==> config.mk <==
export PLATFORM = sky130hd
export DESIGN_NAME = data_mem_arbiter
export DESIGN_NICKNAME = d
export VERILOG_FILES = /design/src/rtl/mips32soc_mem_pkg.sv /design/src/rtl/data_mem_decoder.sv /design/src/rtl/data_mem_arbiter.sv
export SDC_FILE = /design/constraint.sdc
export NUM_CORES = 1
export LEC_CHECK = 0
export CAP_MARGIN = 20
export CORE_AREA = 2 2 112 114
export CTS_CLUSTER_DIAMETER = 30
export CTS_CLUSTER_SIZE = 8
export DETAILED_ROUTE_END_ITERATION = 10
export DIE_AREA = 0 0 114 116
export HOLD_SLACK_MARGIN = 0.02
export PLACE_DENSITY = 0.77
export SETUP_SLACK_MARGIN = 0.02
export SYNTH_ARGS = -nofsm -noshare
export SYNTH_HDL_FRONTEND = slang
export SYNTH_SLANG_ARGS = --single-unit
==> constraint.sdc <==
create_clock -name clk -period 1.85 [get_ports clk]
set_clock_uncertainty 0.15 [all_clocks]
set_input_delay 0.37 -clock clk [delete_from_list [all_inputs] [get_ports clk]]
set_output_delay 0.37 -clock clk [all_outputs]
set_load 0.01 [all_outputs]
==> src/rtl/mips32soc_mem_pkg.sv <==
// ----------------------------------------------------------------------------
// mips32soc_mem_pkg
// Purpose : Shared definitions for the data-RAM arbiter. It holds the address
//           map of the two data regions, the arbiter FSM state type and the
//           requester identifier type.
// Contents:
//   LO_BASE / LO_LIMIT  - low data region, byte addresses
//   HI_BASE / HI_LIMIT  - high (stack) region, byte addresses
//   HI_WORD_BASE        - first RAM word index of the high region
//   arb_state_e         - IDLE / ACCESS / RESP
//   req_id_e            - cpu / dbg requester identifier
// ----------------------------------------------------------------------------
package mips32soc_mem_pkg;

    localparam logic [31:0] LO_BASE      = 32'h1001_0000;
    localparam logic [31:0] LO_LIMIT     = 32'h1001_0FFF;
    localparam logic [31:0] HI_BASE      = 32'h7FFF_F000;
    localparam logic [31:0] HI_LIMIT     = 32'h7FFF_FFFF;
    localparam logic [31:0] HI_WORD_BASE = 32'd1024;

    typedef enum logic [1:0] {
        ST_IDLE   = 2'd0,
        ST_ACCESS = 2'd1,
        ST_RESP   = 2'd2
    } arb_state_e;

    typedef enum logic {
        REQ_CPU = 1'b0,
        REQ_DBG = 1'b1
    } req_id_e;

endpackage

==> src/rtl/data_mem_decoder.sv <==
// ----------------------------------------------------------------------------
// data_mem_decoder
// Purpose : Combinational translation of a virtual byte address into a RAM
//           word index. The low region maps to words 0..1023 and the high
//           region to words starting at 1024. Byte-offset bits [1:0] are
//           ignored. Any address outside both regions is flagged invalid and
//           yields word index 0.
// Ports   :
//   i_addr    [31:0]       - virtual byte address
//   o_word    [MEM_AW-1:0] - RAM word index
//   o_invalid              - address is in neither region
// ----------------------------------------------------------------------------
module data_mem_decoder
    import mips32soc_mem_pkg::*;
#(
    parameter int MEM_AW = 11
) (
    input  logic [31:0]       i_addr,
    output logic [MEM_AW-1:0] o_word,
    output logic              o_invalid
);

    logic        w_in_lo;
    logic        w_in_hi;
    logic [31:0] w_word32;

    assign w_in_lo = (i_addr >= LO_BASE) && (i_addr <= LO_LIMIT);
    assign w_in_hi = (i_addr >= HI_BASE) && (i_addr <= HI_LIMIT);

    always_comb begin
        w_word32 = 32'd0;
        if (w_in_lo) begin
            w_word32 = (i_addr - LO_BASE) >> 2;
        end else if (w_in_hi) begin
            w_word32 = HI_WORD_BASE + ((i_addr - HI_BASE) >> 2);
        end
    end

    // Region offsets never exceed 2048 words, so truncation is lossless for
    // the default RAM size.
    assign o_word    = MEM_AW'(w_word32);
    assign o_invalid = !(w_in_lo || w_in_hi);

endmodule

==> src/rtl/data_mem_arbiter.sv <==
// ----------------------------------------------------------------------------
// data_mem_arbiter
// Purpose : Shares one synchronous-read data RAM between the cpu and the debug
//           requester. Each access runs IDLE -> ACCESS -> RESP, one cycle per
//           non-idle state: grant in ACCESS, response in RESP.
// Config  : `define DATA_MEM_ARB_RR_EN selects round-robin arbitration on
//           simultaneous requests; without it cpu has fixed priority.
// Ports   :
//   clk, rst_n                   - clock, asynchronous active-low reset
//   {cpu,dbg}_req/_we/_addr/_wdata/_be - request inputs (held until gnt)
//   {cpu,dbg}_gnt                - one-cycle grant in ACCESS
//   {cpu,dbg}_rvalid             - one-cycle response in RESP
//   {cpu,dbg}_rdata              - read data in RESP (0 for writes/invalid)
//   {cpu,dbg}_inv_addr           - address outside both regions, in RESP
//   mem_en/_we/_addr/_wdata      - RAM command, driven in ACCESS only
//   mem_rdata                    - RAM read data, one cycle after mem_en
// ----------------------------------------------------------------------------
module data_mem_arbiter
    import mips32soc_mem_pkg::*;
#(
    parameter int MEM_AW = 11,
    parameter int DW     = 32
) (
    input  logic              clk,
    input  logic              rst_n,

    input  logic              cpu_req,
    input  logic              cpu_we,
    input  logic [31:0]       cpu_addr,
    input  logic [DW-1:0]     cpu_wdata,
    input  logic [3:0]        cpu_be,
    output logic              cpu_gnt,
    output logic              cpu_rvalid,
    output logic [DW-1:0]     cpu_rdata,
    output logic              cpu_inv_addr,

    input  logic              dbg_req,
    input  logic              dbg_we,
    input  logic [31:0]       dbg_addr,
    input  logic [DW-1:0]     dbg_wdata,
    input  logic [3:0]        dbg_be,
    output logic              dbg_gnt,
    output logic              dbg_rvalid,
    output logic [DW-1:0]     dbg_rdata,
    output logic              dbg_inv_addr,

    output logic              mem_en,
    output logic [3:0]        mem_we,
    output logic [MEM_AW-1:0] mem_addr,
    output logic [DW-1:0]     mem_wdata,
    input  logic [DW-1:0]     mem_rdata
);

    arb_state_e        r_state;
    req_id_e           r_owner;
    logic              r_we;
    logic              r_inv;

    logic              r_cpu_gnt;
    logic              r_dbg_gnt;
    logic              r_cpu_rvalid;
    logic              r_dbg_rvalid;
    logic              r_cpu_inv;
    logic              r_dbg_inv;

    logic              r_mem_en;
    logic [3:0]        r_mem_we;
    logic [MEM_AW-1:0] r_mem_addr;
    logic [DW-1:0]     r_mem_wdata;

    logic              w_any_req;
    req_id_e           w_sel;
    logic              w_sel_we;
    logic [31:0]       w_sel_addr;
    logic [DW-1:0]     w_sel_wdata;
    logic [3:0]        w_sel_be;
    logic [MEM_AW-1:0] w_dec_word;
    logic              w_dec_inv;
    logic [DW-1:0]     w_resp_rdata;

    assign w_any_req = cpu_req || dbg_req;

    // ------------------------------------------------------------------------
    // Winner selection. Only consulted while the FSM sits in IDLE.
    // ------------------------------------------------------------------------
`ifdef DATA_MEM_ARB_RR_EN
    req_id_e r_last;  // last winner; the other side wins the next tie

    always_comb begin
        w_sel = REQ_CPU;
        if (cpu_req && dbg_req) begin
            w_sel = (r_last == REQ_CPU) ? REQ_DBG : REQ_CPU;
        end else if (dbg_req) begin
            w_sel = REQ_DBG;
        end
    end

    always_ff @(posedge clk or negedge rst_n) begin
        if (!rst_n) begin
            r_last <= REQ_CPU;
        end else if (r_state == ST_IDLE && w_any_req) begin
            r_last <= w_sel;
        end
    end
`else
    always_comb begin
        w_sel = REQ_CPU;
        if (dbg_req && !cpu_req) begin
            w_sel = REQ_DBG;
        end
    end
`endif

    assign w_sel_we    = (w_sel == REQ_DBG) ? dbg_we    : cpu_we;
    assign w_sel_addr  = (w_sel == REQ_DBG) ? dbg_addr  : cpu_addr;
    assign w_sel_wdata = (w_sel == REQ_DBG) ? dbg_wdata : cpu_wdata;
    assign w_sel_be    = (w_sel == REQ_DBG) ? dbg_be    : cpu_be;

    data_mem_decoder #(
        .MEM_AW (MEM_AW)
    ) u_decoder (
        .i_addr    (w_sel_addr),
        .o_word    (w_dec_word),
        .o_invalid (w_dec_inv)
    );

    // ------------------------------------------------------------------------
    // Access FSM. The RAM command is loaded on the IDLE->ACCESS edge so that
    // it is present on the mem_* outputs throughout the ACCESS cycle.
    // ------------------------------------------------------------------------
    always_ff @(posedge clk or negedge rst_n) begin
        if (!rst_n) begin
            r_state      <= ST_IDLE;
            r_owner      <= REQ_CPU;
            r_we         <= 1'b0;
            r_inv        <= 1'b0;
            r_cpu_gnt    <= 1'b0;
            r_dbg_gnt    <= 1'b0;
            r_cpu_rvalid <= 1'b0;
            r_dbg_rvalid <= 1'b0;
            r_cpu_inv    <= 1'b0;
            r_dbg_inv    <= 1'b0;
            r_mem_en     <= 1'b0;
            r_mem_we     <= 4'b0;
            r_mem_addr   <= '0;
            r_mem_wdata  <= '0;
        end else begin
            case (r_state)
                ST_IDLE: begin
                    if (w_any_req) begin
                        r_state     <= ST_ACCESS;
                        r_owner     <= w_sel;
                        r_we        <= w_sel_we;
                        r_inv       <= w_dec_inv;
                        r_cpu_gnt   <= (w_sel == REQ_CPU);
                        r_dbg_gnt   <= (w_sel == REQ_DBG);
                        r_mem_en    <= !w_dec_inv;
                        r_mem_addr  <= w_dec_inv ? '0 : w_dec_word;
                        r_mem_we    <= (!w_dec_inv && w_sel_we) ? w_sel_be : 4'b0;
                        r_mem_wdata <= (!w_dec_inv && w_sel_we) ? w_sel_wdata : '0;
                    end
                end
                ST_ACCESS: begin
                    r_state      <= ST_RESP;
                    r_cpu_gnt    <= 1'b0;
                    r_dbg_gnt    <= 1'b0;
                    r_mem_en     <= 1'b0;
                    r_mem_we     <= 4'b0;
                    r_mem_addr   <= '0;
                    r_mem_wdata  <= '0;
                    r_cpu_rvalid <= (r_owner == REQ_CPU);
                    r_dbg_rvalid <= (r_owner == REQ_DBG);
                    r_cpu_inv    <= (r_owner == REQ_CPU) && r_inv;
                    r_dbg_inv    <= (r_owner == REQ_DBG) && r_inv;
                end
                ST_RESP: begin
                    r_state      <= ST_IDLE;
                    r_cpu_rvalid <= 1'b0;
                    r_dbg_rvalid <= 1'b0;
                    r_cpu_inv    <= 1'b0;
                    r_dbg_inv    <= 1'b0;
                end
                default: begin
                    r_state <= ST_IDLE;
                end
            endcase
        end
    end

    // RAM data arrives during RESP, so read data is steered straight through
    // rather than registered; gating on r_state also forces it to 0 the
    // moment reset asserts.
    assign w_resp_rdata = (r_state == ST_RESP && !r_we && !r_inv) ? mem_rdata : '0;

    assign cpu_gnt      = r_cpu_gnt;
    assign cpu_rvalid   = r_cpu_rvalid;
    assign cpu_inv_addr = r_cpu_inv;
    assign cpu_rdata    = (r_owner == REQ_CPU) ? w_resp_rdata : '0;

    assign dbg_gnt      = r_dbg_gnt;
    assign dbg_rvalid   = r_dbg_rvalid;
    assign dbg_inv_addr = r_dbg_inv;
    assign dbg_rdata    = (r_owner == REQ_DBG) ? w_resp_rdata : '0;

    assign mem_en       = r_mem_en;
    assign mem_we       = r_mem_we;
    assign mem_addr     = r_mem_addr;
    assign mem_wdata    = r_mem_wdata;

endmodule

==> flow_metrics.env <==
export IMPL_synth_edf_count=0
export IMPL_criticalPathCategory="reg -> out"
export IMPL_core_area_um2=11900
export IMPL_die_h_um=116
export IMPL_clockBufferDepth=2
export IMPL_wl_um=17000
export IMPL_dieArea_um2=13200
export IMPL_slew_headroom_pct=78.5
export IMPL_finalMaxSlewViolations=0
export IMPL_nFillCells=965
export IMPL_clkTransAtPathRegs_ps=50
export IMPL_grt_pass1_vias=4721
export IMPL_antenna_found_initial=3
export IMPL_yosysSeqAreaShare_pct=41.6
export IMPL_placed_cell_area_um2=6810
export IMPL_ys_flop_type="dfrtp_1"
export IMPL_synth_top_area_share_pct=41.6
export IMPL_portBuffers=287
export IMPL_post_drt_wl_per_cell_um=18.9
export IMPL_area_growth_pct=113
export IMPL_viasPerCell=5.08
export IMPL_syn_nets=601
export IMPL_synthDistinctLibCells=34
export IMPL_ys_ff_latch=59
export IMPL_pre_cts_slack_ps=-745
export IMPL_fin_crit_sh_pct=123
export IMPL_finalWeightedCongestion=0.979
export IMPL_final_cell_count_no_fill=900
export IMPL_finalSetupViolCount=64
export IMPL_fmax_mhz=441
export IMPL_tightest_slew_ps=322
export IMPL_powerDensity_nw_per_um2=736
export IMPL_worstSkewPairLatency_ps=320
export IMPL_grt_usage_pct=24.6
export IMPL_rsz0062_at_grt="true"
export IMPL_power_w=0.00556
export IMPL_grt_max_degree=60
export IMPL_grt_ovfl_total=0
export IMPL_synth_top_area_cell="dfrtp_1"
export IMPL_tritoncts="done"
export IMPL_hpwl_um=11900
export IMPL_rows=40
export IMPL_synth_area_leaders="dfrtp_1, nand2_1, and2_1"
export IMPL_die_w_um=114
export IMPL_cp_end_kind="output port"
export IMPL_cts_root_buf="clkbuf_16"
export IMPL_avgSynthCellArea_um2=8.37
export IMPL_synthArstFlopShare_pct=100
export IMPL_finalInstanceArea_um2=7560
export IMPL_p_leak_nw=3.58
export IMPL_drtIter0Drc=193
export IMPL_crit_required_ps=1330
export IMPL_period_minus_slack_ps=2270
export IMPL_hold_path_class="reg -> reg"
export IMPL_seq_area_um2=1480
export IMPL_layout_common_cells="clkdlybuf4s50_1, nand2_1, dfrtp_1"
export IMPL_nNetsFinal=922
export IMPL_layout_commonest_cell="clkdlybuf4s50_1"
export IMPL_arrival_ps=1750
export IMPL_worst_slack_ps=-418
export IMPL_place_inst=855
export IMPL_critPathMaxFanout=8
export IMPL_drcViolationCount=0
export IMPL_syn_inst=424
export IMPL_max_vdd_ir_drop_uv=414
export IMPL_initial_utilization_pct=29.8
export IMPL_grt_pass1_wl_um=24900
export IMPL_drive_gt1_share_pct=28.1
export IMPL_io_pins=292
export IMPL_yosys_warnings=0
export IMPL_violations="setup timing"
export IMPL_drtAntennaViolNets=0
export IMPL_dr_total_vias=4572
export IMPL_status="complete, but fails checks"
export IMPL_multi_input_area_um2=2130
export IMPL_critPathLaunchType="flip-flop"
export IMPL_syn_cell_area_um2=3550
export IMPL_cts_made_buffers=9
export IMPL_htreeDepth=3
export IMPL_final_hold_violation_count=0
export IMPL_firstDrtPassIters=4
export IMPL_drv_cap=0
export IMPL_cts_sinks=59
==> worst max-delay path, cell delays in order, from the launching register on <==
cell	delay [ps]
dfrtp_1	400
inv_2	80
ha_4	130
nor4b_4	170
buf_4	160
buf_6	120
buf_16	120
and2_4	140
buf_6	100
==> timing repair <==
item,in CTS,in global routing
gates resized for setup,386,80
endpoints found under the setup margin,113,114
hold buffers,1,0
pin swaps,57,15
gates cloned,9,1
endpoints found under the hold margin,59,0
buffers inserted,19,2
==> Yosys cell counts, types with 2 or more instances <==
| cell | instances |
|---|---|
| a31oi_1 | 2 |
| buf_1 | 3 |
| clkbuf_1 | 25 |
| nor4b_1 | 2 |
| nand3_1 | 4 |
| nand2_1 | 111 |
| nor2_1 | 4 |
| and2_1 | 64 |
| mux2i_1 | 2 |
| buf_8 | 3 |
| nand3b_1 | 2 |
| and3_1 | 2 |
| buf_4 | 2 |
| a32o_1 | 10 |
| inv_1 | 8 |
| dfrtp_1 | 59 |
| nand4_1 | 7 |
| o32ai_1 | 2 |
| a22o_1 | 38 |
| ha_1 | 3 |
| nor4_1 | 9 |
| nor3_1 | 2 |
| o21ai_0 | 8 |
| nor2b_1 | 4 |
| a21oi_1 | 39 |
==> sequential cells by signal, indices dropped and copies added (netlist names) <==
register	count
mem_en	1
cpu_gnt	1
dbg_inv_addr	1
r_owner	1
mem_addr	11
r_we	1
r_state	2
cpu_inv_addr	1
cpu_rvalid	1
mem_wdata	32
dbg_rvalid	1
r_inv	1
dbg_gnt	1
mem_we	4
==> where the power goes <==
part,internal (W),switching (W),total [W]
clock network,0.000891,0.000543,0.00143
registers,0.00141,0.000112,0.00152
logic,0.00134,0.00127,0.00261
==> routing by layer <==
layer	GRT usage, %	up-vias	part of all wire, %
li1	-	2121	-
met1	23.4	2184	34
met2	48.1	221	54
met3	6.64	46	7.3
met4	12.9	0	4.1
met5	0	-	0
==> layout make-up <==
type | instances | share of cell area (%)
Timing Repair Buffer | 342 | 45.7
Tap cell | 147 | 2.43
Timing Repair inverter | 1 | 0.0993
Inverter | 8 | 0.463
Clock buffer | 10 | 3.03
Clock inverter | 6 | 0.430
Sequential cell | 59 | 19.5
Multi-Input combinational cell | 324 | 28.2
Antenna cell | 3 | 0.0993
==> final timing paths <==
path / cells after the start / endpoint / slack, ps / start
worst max-delay path: 8 / dbg_rdata[16] / -420 / r_state[0]$_DFFE_PN0P_
worst min register to register: 1 / mem_addr[8]$_DFFE_PN0P_ / 340 / mem_addr[8]$_DFFE_PN0P_
max in group asynchronous: 3 / mem_we[0]$_DFFE_PN0P_ / 820 / rst_n
min in group asynchronous: 3 / mem_wdata[9]$_DFFE_PN0P_ / 440 / rst_n
worst min-delay path: 1 / mem_addr[8]$_DFFE_PN0P_ / 340 / mem_addr[8]$_DFFE_PN0P_
worst max register to register: 7 / mem_wdata[4]$_DFFE_PN0P_ / 90 / r_state[0]$_DFFE_PN0P_
==> cell families (layout without fill, tap and decap cells) <==
family / after synthesis / in the layout / synth area share, %
buffers and inverters: 41 / 367 / 5.50
AOI/OAI and AO/OA: 102 / 102 / 20.3
muxes: 3 / 3 / 0.881
DFF: 59 / 59 / 41.6
adders and majority gates: 3 / 3 / 1.06
other: 0 / 3 / 0
and+or+nand+nor: 216 / 216 / 30.7
==> metrics by stage <==
stage	setup TNS (ps)	hold slack, ps	util, %
floorplan	-3140	-75.6	-
global placement	-57010	245	57.2
detailed placement	-61530	254	57.2
CTS	-27410	342	61.3
global route	-31990	359	63.5
finish	-24560	340	63.5
Power figures use the tool's default switching activity.
